<file path="src/rtl/rotor_stage_if.sv">
// Symbol stream bundle for a rotor stage: upstream symbol handshake plus
// downstream encoded-symbol handshake with its error flag.
interface rotor_stage_if #(
    parameter int WIDTH = 5
) ();
    logic             in_valid;
    logic             in_ready;
    logic [WIDTH-1:0] in_data;
    logic             out_valid;
    logic             out_ready;
    logic [WIDTH-1:0] out_data;
    logic             out_err;

    modport master (
        output in_valid, in_data, out_ready,
        input  in_ready, out_valid, out_data, out_err
    );

    modport slave (
        input  in_valid, in_data, out_ready,
        output in_ready, out_valid, out_data, out_err
    );
endinterface

</file>
<file path="src/rtl/rotor_stage.sv">
// One rotor of a rotor cipher: programmable wiring table, stepping position
// with notch carry, and a two-stage valid/ready substitution pipeline.
module rotor_stage #(
    parameter int ALPHABET = 26,
    parameter int WIDTH    = 5,
    parameter int REVERSE  = 0
) (
    input  logic             clk,
    input  logic             reset,
    input  logic             cfg_we,
    input  logic [WIDTH-1:0] cfg_addr,
    input  logic [WIDTH-1:0] cfg_data,
    input  logic             pos_load,
    input  logic [WIDTH-1:0] pos_value,
    input  logic             step_in,
    input  logic [WIDTH-1:0] notch_pos,
    input  logic [WIDTH-1:0] ring_position,
    rotor_stage_if.slave     bus,
    output logic [WIDTH-1:0] position,
    output logic             carry_out
);

    localparam logic [WIDTH-1:0]        LAST    = WIDTH'(ALPHABET - 1);
    localparam logic signed [WIDTH+1:0] ALPHA_S = (WIDTH+2)'(ALPHABET);

    function automatic logic in_range(input logic [WIDTH-1:0] v);
        return v <= LAST;
    endfunction

    function automatic logic signed [WIDTH+1:0] widen(input logic [WIDTH-1:0] v);
        return signed'({2'b00, v});
    endfunction

    // Operands are all below ALPHABET, so one correction step always lands in range.
    function automatic logic [WIDTH-1:0] wrap(input logic signed [WIDTH+1:0] v);
        logic signed [WIDTH+1:0] r;
        r = v;
        if (r[WIDTH+1]) begin
            r = r + ALPHA_S;
        end else if (r >= ALPHA_S) begin
            r = r - ALPHA_S;
        end
        return r[WIDTH-1:0];
    endfunction

    logic [WIDTH-1:0] fwd_tbl [ALPHABET];
    logic [WIDTH-1:0] rev_tbl [ALPHABET];

    logic             cfg_ok;
    logic [WIDTH-1:0] pos_next;

    logic             s1_valid;
    logic             s1_err;
    logic [WIDTH-1:0] s1_sym;
    logic [WIDTH-1:0] s1_ring;
    logic [WIDTH-1:0] s1_pos;

    logic             s2_valid;
    logic             s2_err;
    logic [WIDTH-1:0] s2_data;

    logic             s2_free;
    logic             accept;
    logic             in_err;
    logic [WIDTH-1:0] lookup_idx;
    logic [WIDTH-1:0] lookup_val;
    logic [WIDTH-1:0] s2_result;

    assign cfg_ok = cfg_we && in_range(cfg_addr) && in_range(cfg_data);

    // Both directions are kept so either wiring path can be selected per instance.
    always_ff @(posedge clk) begin
        if (reset) begin
            for (int i = 0; i < ALPHABET; i++) begin
                fwd_tbl[i] <= WIDTH'(i);
                rev_tbl[i] <= WIDTH'(i);
            end
        end else if (cfg_ok) begin
            fwd_tbl[cfg_addr] <= cfg_data;
            rev_tbl[cfg_data] <= cfg_addr;
        end
    end

    assign pos_next = (position == LAST) ? '0 : position + 1'b1;

    // A load request always beats a step, even when the loaded value is rejected.
    always_ff @(posedge clk) begin
        if (reset) begin
            position  <= '0;
            carry_out <= 1'b0;
        end else if (pos_load) begin
            if (in_range(pos_value)) begin
                position <= pos_value;
            end
            carry_out <= 1'b0;
        end else if (step_in) begin
            position  <= pos_next;
            carry_out <= (position == notch_pos);
        end else begin
            carry_out <= 1'b0;
        end
    end

    assign s2_free      = !s2_valid || bus.out_ready;
    assign bus.in_ready = !s1_valid || s2_free;
    assign accept       = bus.in_valid && bus.in_ready;

    assign in_err     = !in_range(bus.in_data) || !in_range(ring_position) || !in_range(position);
    assign lookup_idx = in_err ? '0
                               : wrap(widen(bus.in_data) - widen(ring_position) + widen(position));
    assign lookup_val = (REVERSE != 0) ? rev_tbl[lookup_idx] : fwd_tbl[lookup_idx];

    // Ring and position travel with the symbol so later rotor motion cannot disturb it.
    always_ff @(posedge clk) begin
        if (reset) begin
            s1_valid <= 1'b0;
            s1_err   <= 1'b0;
            s1_sym   <= '0;
            s1_ring  <= '0;
            s1_pos   <= '0;
        end else if (accept) begin
            s1_valid <= 1'b1;
            s1_err   <= in_err;
            s1_sym   <= in_err ? bus.in_data : lookup_val;
            s1_ring  <= ring_position;
            s1_pos   <= position;
        end else if (s2_free) begin
            s1_valid <= 1'b0;
        end
    end

    assign s2_result = s1_err ? s1_sym
                              : wrap(widen(s1_sym) + widen(s1_ring) - widen(s1_pos));

    always_ff @(posedge clk) begin
        if (reset) begin
            s2_valid <= 1'b0;
            s2_err   <= 1'b0;
            s2_data  <= '0;
        end else if (s2_free) begin
            s2_valid <= s1_valid;
            if (s1_valid) begin
                s2_err  <= s1_err;
                s2_data <= s2_result;
            end
        end
    end

    assign bus.out_valid = s2_valid;
    assign bus.out_data  = s2_data;
    assign bus.out_err   = s2_err;

endmodule

</file>
<file path="src/flat_wrapper.sv">
// flat-port wrapper written by rule: the top's interface ports become plain ports
module rotor_stage_flat 
#(
    parameter int ALPHABET = 26,
    parameter int WIDTH    = 5,
    parameter int REVERSE  = 0
)
  (clk, reset, cfg_we, cfg_addr, cfg_data, pos_load, pos_value, step_in, notch_pos, ring_position, position, carry_out, bus_in_valid, bus_in_data, bus_out_ready, bus_in_ready, bus_out_valid, bus_out_data, bus_out_err);
  rotor_stage_if #(.WIDTH(WIDTH)) bus_i ();
  input  logic clk;
  input  logic reset;
  input  logic cfg_we;
  input  logic [WIDTH-1:0] cfg_addr;
  input  logic [WIDTH-1:0] cfg_data;
  input  logic pos_load;
  input  logic [WIDTH-1:0] pos_value;
  input  logic step_in;
  input  logic [WIDTH-1:0] notch_pos;
  input  logic [WIDTH-1:0] ring_position;
  output logic [WIDTH-1:0] position;
  output logic carry_out;
  input wire logic [$bits(bus_i.in_valid)-1:0] bus_in_valid;
  input wire logic [$bits(bus_i.in_data)-1:0] bus_in_data;
  input wire logic [$bits(bus_i.out_ready)-1:0] bus_out_ready;
  output wire logic [$bits(bus_i.in_ready)-1:0] bus_in_ready;
  output wire logic [$bits(bus_i.out_valid)-1:0] bus_out_valid;
  output wire logic [$bits(bus_i.out_data)-1:0] bus_out_data;
  output wire logic [$bits(bus_i.out_err)-1:0] bus_out_err;
  assign bus_i.in_valid = bus_in_valid;
  assign bus_i.in_data = bus_in_data;
  assign bus_i.out_ready = bus_out_ready;
  assign bus_in_ready = bus_i.in_ready;
  assign bus_out_valid = bus_i.out_valid;
  assign bus_out_data = bus_i.out_data;
  assign bus_out_err = bus_i.out_err;
  rotor_stage #(.ALPHABET(ALPHABET), .WIDTH(WIDTH), .REVERSE(REVERSE)) u_core (.clk(clk), .reset(reset), .cfg_we(cfg_we), .cfg_addr(cfg_addr), .cfg_data(cfg_data), .pos_load(pos_load), .pos_value(pos_value), .step_in(step_in), .notch_pos(notch_pos), .ring_position(ring_position), .bus(bus_i), .position(position), .carry_out(carry_out));
endmodule
</file>
<file path="config.mk">
export PLATFORM = sky130hd
export DESIGN_NAME = rotor_stage_flat
export DESIGN_NICKNAME = d
export VERILOG_FILES = /design/src/rtl/rotor_stage_if.sv /design/src/rtl/rotor_stage.sv /design/src/flat_wrapper.sv
export SDC_FILE = /design/constraint.sdc
export NUM_CORES = 1
export LEC_CHECK = 0
export CORE_ASPECT_RATIO = 0.7
export CORE_MARGIN = 2
export CORE_UTILIZATION = 45
export DETAILED_ROUTE_END_ITERATION = 10
export DONT_BUFFER_PORTS = 1
export GPL_TIMING_DRIVEN = 0
export PLACE_DENSITY = 0.58
export SLEW_MARGIN = 5
export SYNTH_ARGS = -nofsm -noshare
export SYNTH_HDL_FRONTEND = slang
export SYNTH_SLANG_ARGS = --single-unit
</file>
<file path="constraint.sdc">
create_clock -name clk -period 7.7 [get_ports clk]
set_input_delay 1.54 -clock clk [delete_from_list [all_inputs] [get_ports clk]]
set_output_delay 1.54 -clock clk [all_outputs]
set_load 0.02 [all_outputs]
</file>
### Word-level counts from Yosys, hierarchy flattened

Memories as Yosys holds them, arrays and structs flattened.
Cells that the tools add are included.

| operators by class | value |
|---|---|
| magnitude comparators | 8 |
| bitwise gates (word level) | 1 |
| div/mod/pow operators | 0 |
| eq/ne operators | 3 |
| multipliers | 0 |
| multiplexer cells | 21 |
| reductions and logical operators | 18 |
| add/sub/neg operators | 9 |
| shifts and indexed selects | 0 |

Operators with widths:

| operator | count |
|---|---|
| 5-bit two-way mux | 13 |
| 5-bit <= comparator (second input constant) | 6 |
| 7-bit by 6-bit >= comparator with 1-bit output (second input constant) | 2 |
| 5-bit by 4-bit adder with 5-bit output (second input constant) | 2 |
| 5-bit by 4-bit subtractor with 5-bit output (second input constant) | 2 |
| 1-bit two-way mux | 8 |
| 6-bit by 6-bit adder with 7-bit output | 1 |
| 6-bit by 5-bit subtractor with 7-bit output | 1 |
| 5-bit by 5-bit adder with 6-bit output | 1 |
| 5-bit by 5-bit subtractor with 6-bit output | 1 |
| 5-bit by 1-bit adder with 5-bit output (second input constant) | 1 |
| 5-bit == test | 1 |
| 5-bit == test (second input constant) | 1 |
| 1-bit logical NOT | 5 |
| 5-bit OR reduction | 1 |
| 1-bit logical OR | 4 |
| 2-bit AND reduction | 2 |
| 2-bit nonzero test | 2 |
| 1-bit logical AND | 3 |
| 3-bit OR reduction | 1 |
| 2-bit by 1-bit inequality test with 1-bit output (second input constant) | 1 |
| 1-bit inverter | 1 |

| storage, ports and cells | value |
|---|---|
| RAM bits | 130 |
| output and inout bits | 14 |
| bits in read-only memories | 0 |
| register bits | 30 |
| logic and storage cells | 71 |
| bits in latches | 0 |
| memories | 1 |

Memories:

| memory | depth | width | read ports | clocked after memory_dff | write ports | RTL line | text |
|---|---|---|---|---|---|---|---|
| u_core.fwd_tbl | 26 | 5 | 1 | 0 | 26 | rotor_stage.sv:46 | `logic [WIDTH-1:0] fwd_tbl [ALPHABET];` |

### Logic depth before layout (Yosys ltp)

Gate-level depths: netlist (run 1).

| logic depth | value |
|---|---|
| depth in word-level cells | 8 |
| gate-level depth with buffers | 22 |

### Worst setup path before layout (run 1)

Ideal clock, no wire load.

| timing path | value |
|---|---|
| path kind | input to register |
| start point | input port bus_in_data[0] |
| end point | register u_core.s1_sym[4] |
| stages on the path | 19 |
| data required time | 7.580 ns |
| data arrival time | 5.092 ns |
| buffers on the path | 3 |
| setup slack | 2.488 ns |
| cell sequence | inv_1 > ha_1 > fa_1 > fa_1 > xnor2_1 > inv_1 > ha_1 > o31ai_1 > and3_4 > buf_6 > nor3_1 > or3_1 > buf_2 > buf_6 > a2111oi_4 > a31oi_1 > o22ai_1 > nor3_1 > a211o_1 |

| between the ends | value |
|---|---|
| word-level cells in the longest chain between the ends | 8 |

RTL lines:

| what | RTL line | text |
|---|---|---|
| start, declared | flat_wrapper.sv:23 | `input wire logic [$bits(bus_i.in_data)-1:0] bus_in_data;` |
| 5-bit by 5-bit subtractor with 6-bit output | rotor_stage.sv:110 | `: wrap(widen(bus.in_data) - widen(ring_position) + widen(position));` |
| 6-bit by 6-bit adder with 7-bit output | rotor_stage.sv:110 |  |
| 7-bit by 6-bit >= comparator with 1-bit output or 5-bit by 4-bit subtractor with 5-bit output (tied branches) | rotor_stage.sv:40, rotor_stage.sv:41 |  |
| 5-bit two-way mux | rotor_stage.sv:40 | `end else if (r >= ALPHA_S) begin` |
| 5-bit two-way mux | rotor_stage.sv:38 | `if (r[WIDTH+1]) begin` |
| 5-bit two-way mux | rotor_stage.sv:109 | `assign lookup_idx = in_err ? '0` |
| memory read 26 x 5 bit | - |  |
| 5-bit two-way mux * | rotor_stage.sv:124 | `s1_sym <= in_err ? bus.in_data : lookup_val;` |
| end signal, assigned | rotor_stage.sv:124 |  |
| end, declared | rotor_stage.sv:54 | `logic [WIDTH-1:0] s1_sym;` |

Mark *: on every way between the ends. The rest lies on a longest branch, timed or not.
A chain may end at the register's enable or synchronous reset.

### Worst setup path after layout (run 1)

| timing path | value |
|---|---|
| start point | input port bus_in_data[0] |
| end point | register u_core.s1_sym[0] |

The elaborated chain is that of the path after synthesis.

==> flow_summary.toml, run 1 <==
[pwr]
power_density_nw_per_um2 = 308.9
peakVddDrop_mv = 0.2046
p_leak_uw = 0.004046

[route]
wirelength_mm = 31.07
viasPerCell = 5.872
wl_per_cell_um = 23.48
firstDrtPassIters = 6
drt_iter0_drc = 990
drtAntennaViolNets = 0
drcViolationCount = 0
vias = 7768

[yosys]
syn_area_per_cell_sq_um = 10.37
synth.largest_area_cell = "edfxtp_1"
synth-edff-count = 160
synth_top_area_frac = 0.4733
yosys_warnings = 0
ys_seq_area_frac = 0.5324
syn-instance-count = 979
syn_area_sq_um = 10150
synth_ff_type = "edfxtp_1"
synthTopCellsByArea = "edfxtp_1, dfxtp_1, nand2_1"
yosysUniqueCellTypes = 66
ys_seq_elements = 190
async_flop_share = 0

[place]
gpl.final_weighted_congestion = 0.8805
place_hpwl_mm = 22.63
port_buffers = 0
place_area_sq_um = 10630
place_ws_ns = 1.345

[floorplan]
die_area_sq_um = 23800
core_area_sq_um = 21900
die_w_um = 183.5
io_pins = 51
fp.dieH_um = 129.7
initial_utilization = 0.4635
row_count = 45

[worst_setup_path]
crit_arrival_ns = 6.42
path_class = "input port to flip-flop"
crit_fanout = 10
startpoint_type = "input port"
cp.required_ns = 8.07
cp-end-kind = "flip-flop"

[cts]
cts_setup_buffers = 0
cts_buffers = 17
cts_buffer_depth = 2
cts_root_buf = "clkbuf_16"
clk_pin_slew_ns = 0.07
htree_levels = 4
cts_resized = 0
cts.sinks = 190
clk_latency_ns = 0.44
hold_buffers = 0
cts_tree = "yes"

[grt]
grt_pass1_vias = 7128
grt_pass1_wl_mm = 46.03
grt_max_degree = 17
antenna_found_initial = 0
overflow = 0
grt_util_all_layers = 0.2711

[layout]
fin_nets = 1094
n_antenna_cell = 0
syn_to_final_growth_pct = 10.18
drive_gt1_frac = 0.06628
final_area_sq_um = 11190
fillerInstances = 1964

[sta]
setup_tns_ns = 0
max_freq_mhz = 165.2
fin_crit_sh = 0.7862
hold_violations = 0
worstMarginPinSlew_ns = 0.9242
fin_worst_skew_ns = 0.008647
finalSetupViolations = 0
setup_slack_ns = 1.646
timing.slew.headroom = 0.3773
rsz0062_at_grt = "false"
layout_min_cycle_time_ns = 6.054
drv_slew = 0

[worst_hold_path]
min_path_type = "flip-flop to flip-flop"

[outcome]
outcome = "completed"

[flow_run]
drv_cap = 0
[per-stage QoR]
stage | cells | hold WS [ns] | total power [uW] | utilization
floorplan | 1008 | 0.4363 | 2169 | -
global placement | 1290 | 0.4434 | 2568 | 0.4846
detailed placement | 1291 | 0.4503 | 2579 | 0.4853
CTS | 1323 | 0.4601 | 3431 | 0.5107
global route | 1323 | 0.4827 | 3625 | 0.5107
finish | 1323 | 0.4565 | 3456 | 0.5107
[worst max-delay path, stage by stage]
cell      delay [ns]
inv_1           0.08
ha_1            0.25
fa_1            0.41
xnor2_1         0.20
ha_1            0.31
nor2b_4         0.15
o311ai_0        0.58
nand4b_1        0.38
a211oi_1        0.35
a211oi_1        0.11
a311oi_1        0.43
clkbuf_1        0.58
o311ai_0        0.33
o22ai_1         0.42
o21ai_0         0.17
a21oi_1         0.13
[cell usage after synthesis, types with 4 or more instances]
cell       number
a2111oi_0       4
a211o_1         5
a211oi_1       18
a21oi_1        33
a311oi_1        6
a31oi_1        10
and2_1         75
and3_1         11
buf_1           4
buf_2          11
clkbuf_1       55
dfxtp_1        30
edfxtp_1      160
fa_1            7
ha_1           22
inv_1          42
mux2_2         12
mux2i_1        25
nand2_1       136
nand3_1        29
nand4_1        12
nor2_1         48
nor2b_1        11
nor3_1          9
nor4_1          4
o2111ai_1       4
o211a_1         4
o211ai_1        8
o21ai_0        46
o21ai_1         5
o22ai_1        10
o311ai_0        8
o31ai_1         6
or2_2           4
or3_1          46
xnor2_1        16
xor2_1          4
[cell usage in the layout (no fill, tap or decap), types with 5 or more instances in the layout]
| cell type | n |
|---|---|
| ha_1 | 22 |
| a211oi_1 | 18 |
| o311ai_0 | 8 |
| conb_1 | 30 |
| a31oi_1 | 10 |
| dfxtp_1 | 30 |
| o211ai_1 | 8 |
| buf_2 | 11 |
| fa_1 | 7 |
| nor3_1 | 9 |
| a311oi_1 | 6 |
| or3_1 | 46 |
| a21oi_1 | 33 |
| nand2_1 | 136 |
| o22ai_1 | 10 |
| clkbuf_1 | 59 |
| o31ai_1 | 6 |
| mux2i_1 | 25 |
| o21ai_1 | 5 |
| edfxtp_1 | 160 |
| nand3_1 | 29 |
| mux2_2 | 12 |
| xnor2_1 | 16 |
| inv_1 | 42 |
| o21ai_0 | 46 |
| clkbuf_16 | 19 |
| nor2b_1 | 11 |
| a211o_1 | 5 |
| nor2_1 | 48 |
| and3_1 | 11 |
| and2_1 | 75 |
| nand4_1 | 12 |
[sequential cells by signal (all words and copies together) (netlist names)]
register and cells:
u_core.fwd_tbl 160, u_core.s1_sym 5, u_core.position 5, u_core.bus.out_err 1, u_core.s1_err 1, u_core.bus.out_data 5, u_core.s1_pos 5, u_core.bus.out_valid 1
u_core.carry_out 1, u_core.s1_valid 1, u_core.s1_ring 5
[per-layer routing]
layer,global-route usage,vias up,share of wire
li1,-,3621,-
met1,0.4203,3717,0.48
met2,0.3640,395,0.40
met3,0.08685,35,0.11
met4,0.05976,0,0.012
met5,0,-,0
[final cells by class]
type,instances,area [sq um],area share
buffer,72,299.0,0.02673
multi-input combinational,704,4407,0.3940
tap,282,352.8,0.03154
inverter,42,157.7,0.01409
clock inverter,4,23.77,0.002125
timing repair buffer,1,7.507,0.0006711
clock buffer,28,533.0,0.04765
sequential,190,5405,0.4832
[final timing paths]
check,to,slack [ns],cells after the start,from
max,u_core.s1_sym[0],1.65,16,bus_in_data[0]
min,u_core.s1_ring[3],0.46,2,u_core.s1_ring[3]
max reg2reg,u_core.s1_sym[4],2.66,17,u_core.position[0]
min reg2reg,u_core.s1_ring[3],0.46,2,u_core.s1_ring[3]
[power breakdown]
part / total (uW) / internal (uW) / switching [uW] / leakage (uW)
clock network: 862 / 474 / 388 / 0.000283
logic: 1360 / 469 / 887 / 0.00195
registers: 1240 / 1190 / 50.2 / 0.00181
[logic make-up after synthesis]
logic type,count (synthesis),share of synthesized area
other,1,0.0003694
adders and majority gates,29,0.04092
AOI/OAI and AO/OA,187,0.1242
muxes,38,0.04018
DFF,190,0.5324
buffers and inverters,114,0.04498
xor gates and xnor gates,20,0.01725
and+or+nand+nor,400,0.1997
(Power assumes the default switching activity.)
==> run 2, diff against run 1 <==
==> constraint.sdc (replaced) <==
create_clock -name clk -period 5.76 [get_ports clk]
set_input_delay 1.152 -clock clk [delete_from_list [all_inputs] [get_ports clk]]
set_output_delay 1.152 -clock clk [all_outputs]
set_load 0.02 [all_outputs]
==> flow_summary.toml, run 2 (synthesis gave the netlist of run 1 again) <==
[place]
gpl.final_weighted_congestion = 0.8805
place_area_sq_um = 10630
port_buffers = 0
place_hpwl_mm = 22.63
place_ws_ns = -0.2074

[pwr]
p_int_uw = 2852
peakVddDrop_mv = 0.2742
clkPwrFrac = 0.250
power_density_nw_per_um2 = 412.8
p_leak_uw = 0.004053
p_seq_frac = 0.358
power_switching_uw = 1771
combPwrFrac = 0.392
p_sw_frac = 0.3831

[sta]
setup_slack_ns = 0.3393
setup_tns_ns = 0
layout_min_cycle_time_ns = 5.421
finalSetupViolations = 0
fin_worst_skew_ns = 0.008673
timing.slew.headroom = 0.3714
max_freq_mhz = 184.5
hold_violations = 0
fin_crit_sh = 0.9411
drv_slew = 0
whs_ns = 0.4563
worstMarginPinSlew_ns = 0.9330
rsz0062_at_grt = "false"

[cts]
clk_latency_ns = 0.44
hold_buffers = 0
cts_root_buf = "clkbuf_16"
cts_buffer_depth = 2
htree_levels = 4
cts_buffers = 17
cts.sinks = 190
cts_tree = "yes"
clk_pin_slew_ns = 0.07

[layout]
final_area_sq_um = 11200
fillerInstances = 1964
largest_reg_flops = 160
final_cell_mix = "edfxtp_1, nand2_1, and2_1"
layout_commonest_cell = "edfxtp_1"
max_flop_register = "u_core.fwd_tbl"
drive_gt1_frac = 0.06916
syn_to_final_growth_pct = 10.29
fin_nets = 1094
post-route-util = 0.5112

[grt]
grt_pass1_wl_mm = 46.03
grt_max_degree = 17
grt_util_all_layers = 0.2711
antenna_found_initial = 0
overflow = 0
grt_pass1_vias = 7128

[route]
wl_per_cell_um = 23.46
vias = 7829
drt_iter0_drc = 923
drcViolationCount = 0
wirelength_mm = 31.06
drtAntennaViolNets = 0
viasPerCell = 5.913
firstDrtPassIters = 5

[worst_setup_path]
slowest_stage = "fa_1"
r2r-end = "u_core.s1_sym[3]"
startpoint_type = "input port"
crit_arrival_ns = 5.74
reg2reg_slack_ns = 0.90
rr_startpoint = "u_core.position[0]"
cp-end-kind = "flip-flop"
crit_fanout = 10
reg2reg_depth = 18
path_class = "input port to flip-flop"
cp.required_ns = 6.08
path_cells = "inv_1 > ha_1 > fa_1 > fa_1 > xnor2_1 > inv_1 > ha_1 > o31ai_1 > and3_4 > buf_6 > nor3_1 > or3_1 > buf_2 > buf_6 > buf_2 > o21ai_0 > a21oi_1 > o21ai_0 > a31oi_1"
slowest_delay_ns = 0.51

[flow_run]
drv_cap = 0

[worst_hold_path]
hold_start = "u_core.s1_ring[3]"
min_path_cells = 2
hold_path_end = "u_core.s1_ring[3]"
min_path_type = "flip-flop to flip-flop"

[floorplan]
initial_utilization = 0.4635
die_w_um = 183.5
fp.dieH_um = 129.7
die_area_sq_um = 23800
core_area_sq_um = 21900
io_pins = 51
row_count = 45

[outcome]
outcome = "completed"
[run 2: critical path: cells and delay by family]
kind | cells | cell delay [ns]
xor+xnor | 1 | 0.45
compound gates | 5 | 1.10
simple gates | 3 | 0.67
buf+inv | 6 | 0.88
fa+ha+maj | 4 | 1.47
[run 2: repair_timing]
action / in CTS / in global routing
endpoints found under the setup margin: 0 / 4
setup buffers: 0 / 0
resized for setup: 0 / 4
[run 2: per-layer routing]
| layer | track usage | vias to the layer above | wire [um] |
|---|---|---|---|
| met5 | 0 | - | 0 |
| met4 | 0.05976 | 0 | 347 |
| met3 | 0.08685 | 32 | 3355 |
| met2 | 0.3640 | 397 | 12520 |
| met1 | 0.4203 | 3789 | 14830 |
| li1 | - | 3611 | - |
[run 2: layout make-up]
type / count / area [sq um] / share of cell area
Inverter: 42 / 157.7 / 0.01408
Clock buffer: 28 / 533.0 / 0.04760
Tap cell: 282 / 352.8 / 0.03151
Clock inverter: 4 / 23.77 / 0.002123
Antenna cell: 1 / 2.502 / 0.0002235
Sequential cell: 190 / 5405 / 0.4827
Buffer: 72 / 301.5 / 0.02693
Timing Repair Buffer: 1 / 7.507 / 0.0006705
Multi-Input combinational cell: 704 / 4413 / 0.3941
[run 2: worst max-delay path by stage]
stage                         from               end  slack (ns)  cells past startpoint
finish              bus_in_data[0]  u_core.s1_sym[3]        0.34                     19
global route        bus_in_data[0]  u_core.s1_sym[4]        0.07                     19
CTS                 bus_in_data[0]  u_core.s1_sym[4]        0.23                     18
detailed placement  bus_in_data[0]  u_core.s1_sym[0]       -0.21                     18
global placement    bus_in_data[0]  u_core.s1_sym[4]       -0.25                     18
floorplan           bus_in_data[0]  u_core.s1_sym[4]        0.94                     19
[run 2: power by group through the flow]
stage	clock network [uW]	logic, uW	registers (uW)
after floorplan	0	1240	1660
after global routing	1210	1970	1660
after global placement	0	1750	1680
final	1150	1810	1650
after detailed placement	0	1760	1680
after CTS	1160	1770	1650
[run 2: stage by stage]
| step | total power [uW] | cells |
|---|---|---|
| 2_1_floorplan | 2899 | 1008 |
| 3_3_place_gp | 3433 | 1290 |
| 3_5_place_dp | 3447 | 1291 |
| 4_1_cts | 4587 | 1323 |
| 5_1_grt | 4850 | 1323 |
| 6_report | 4623 | 1324 |
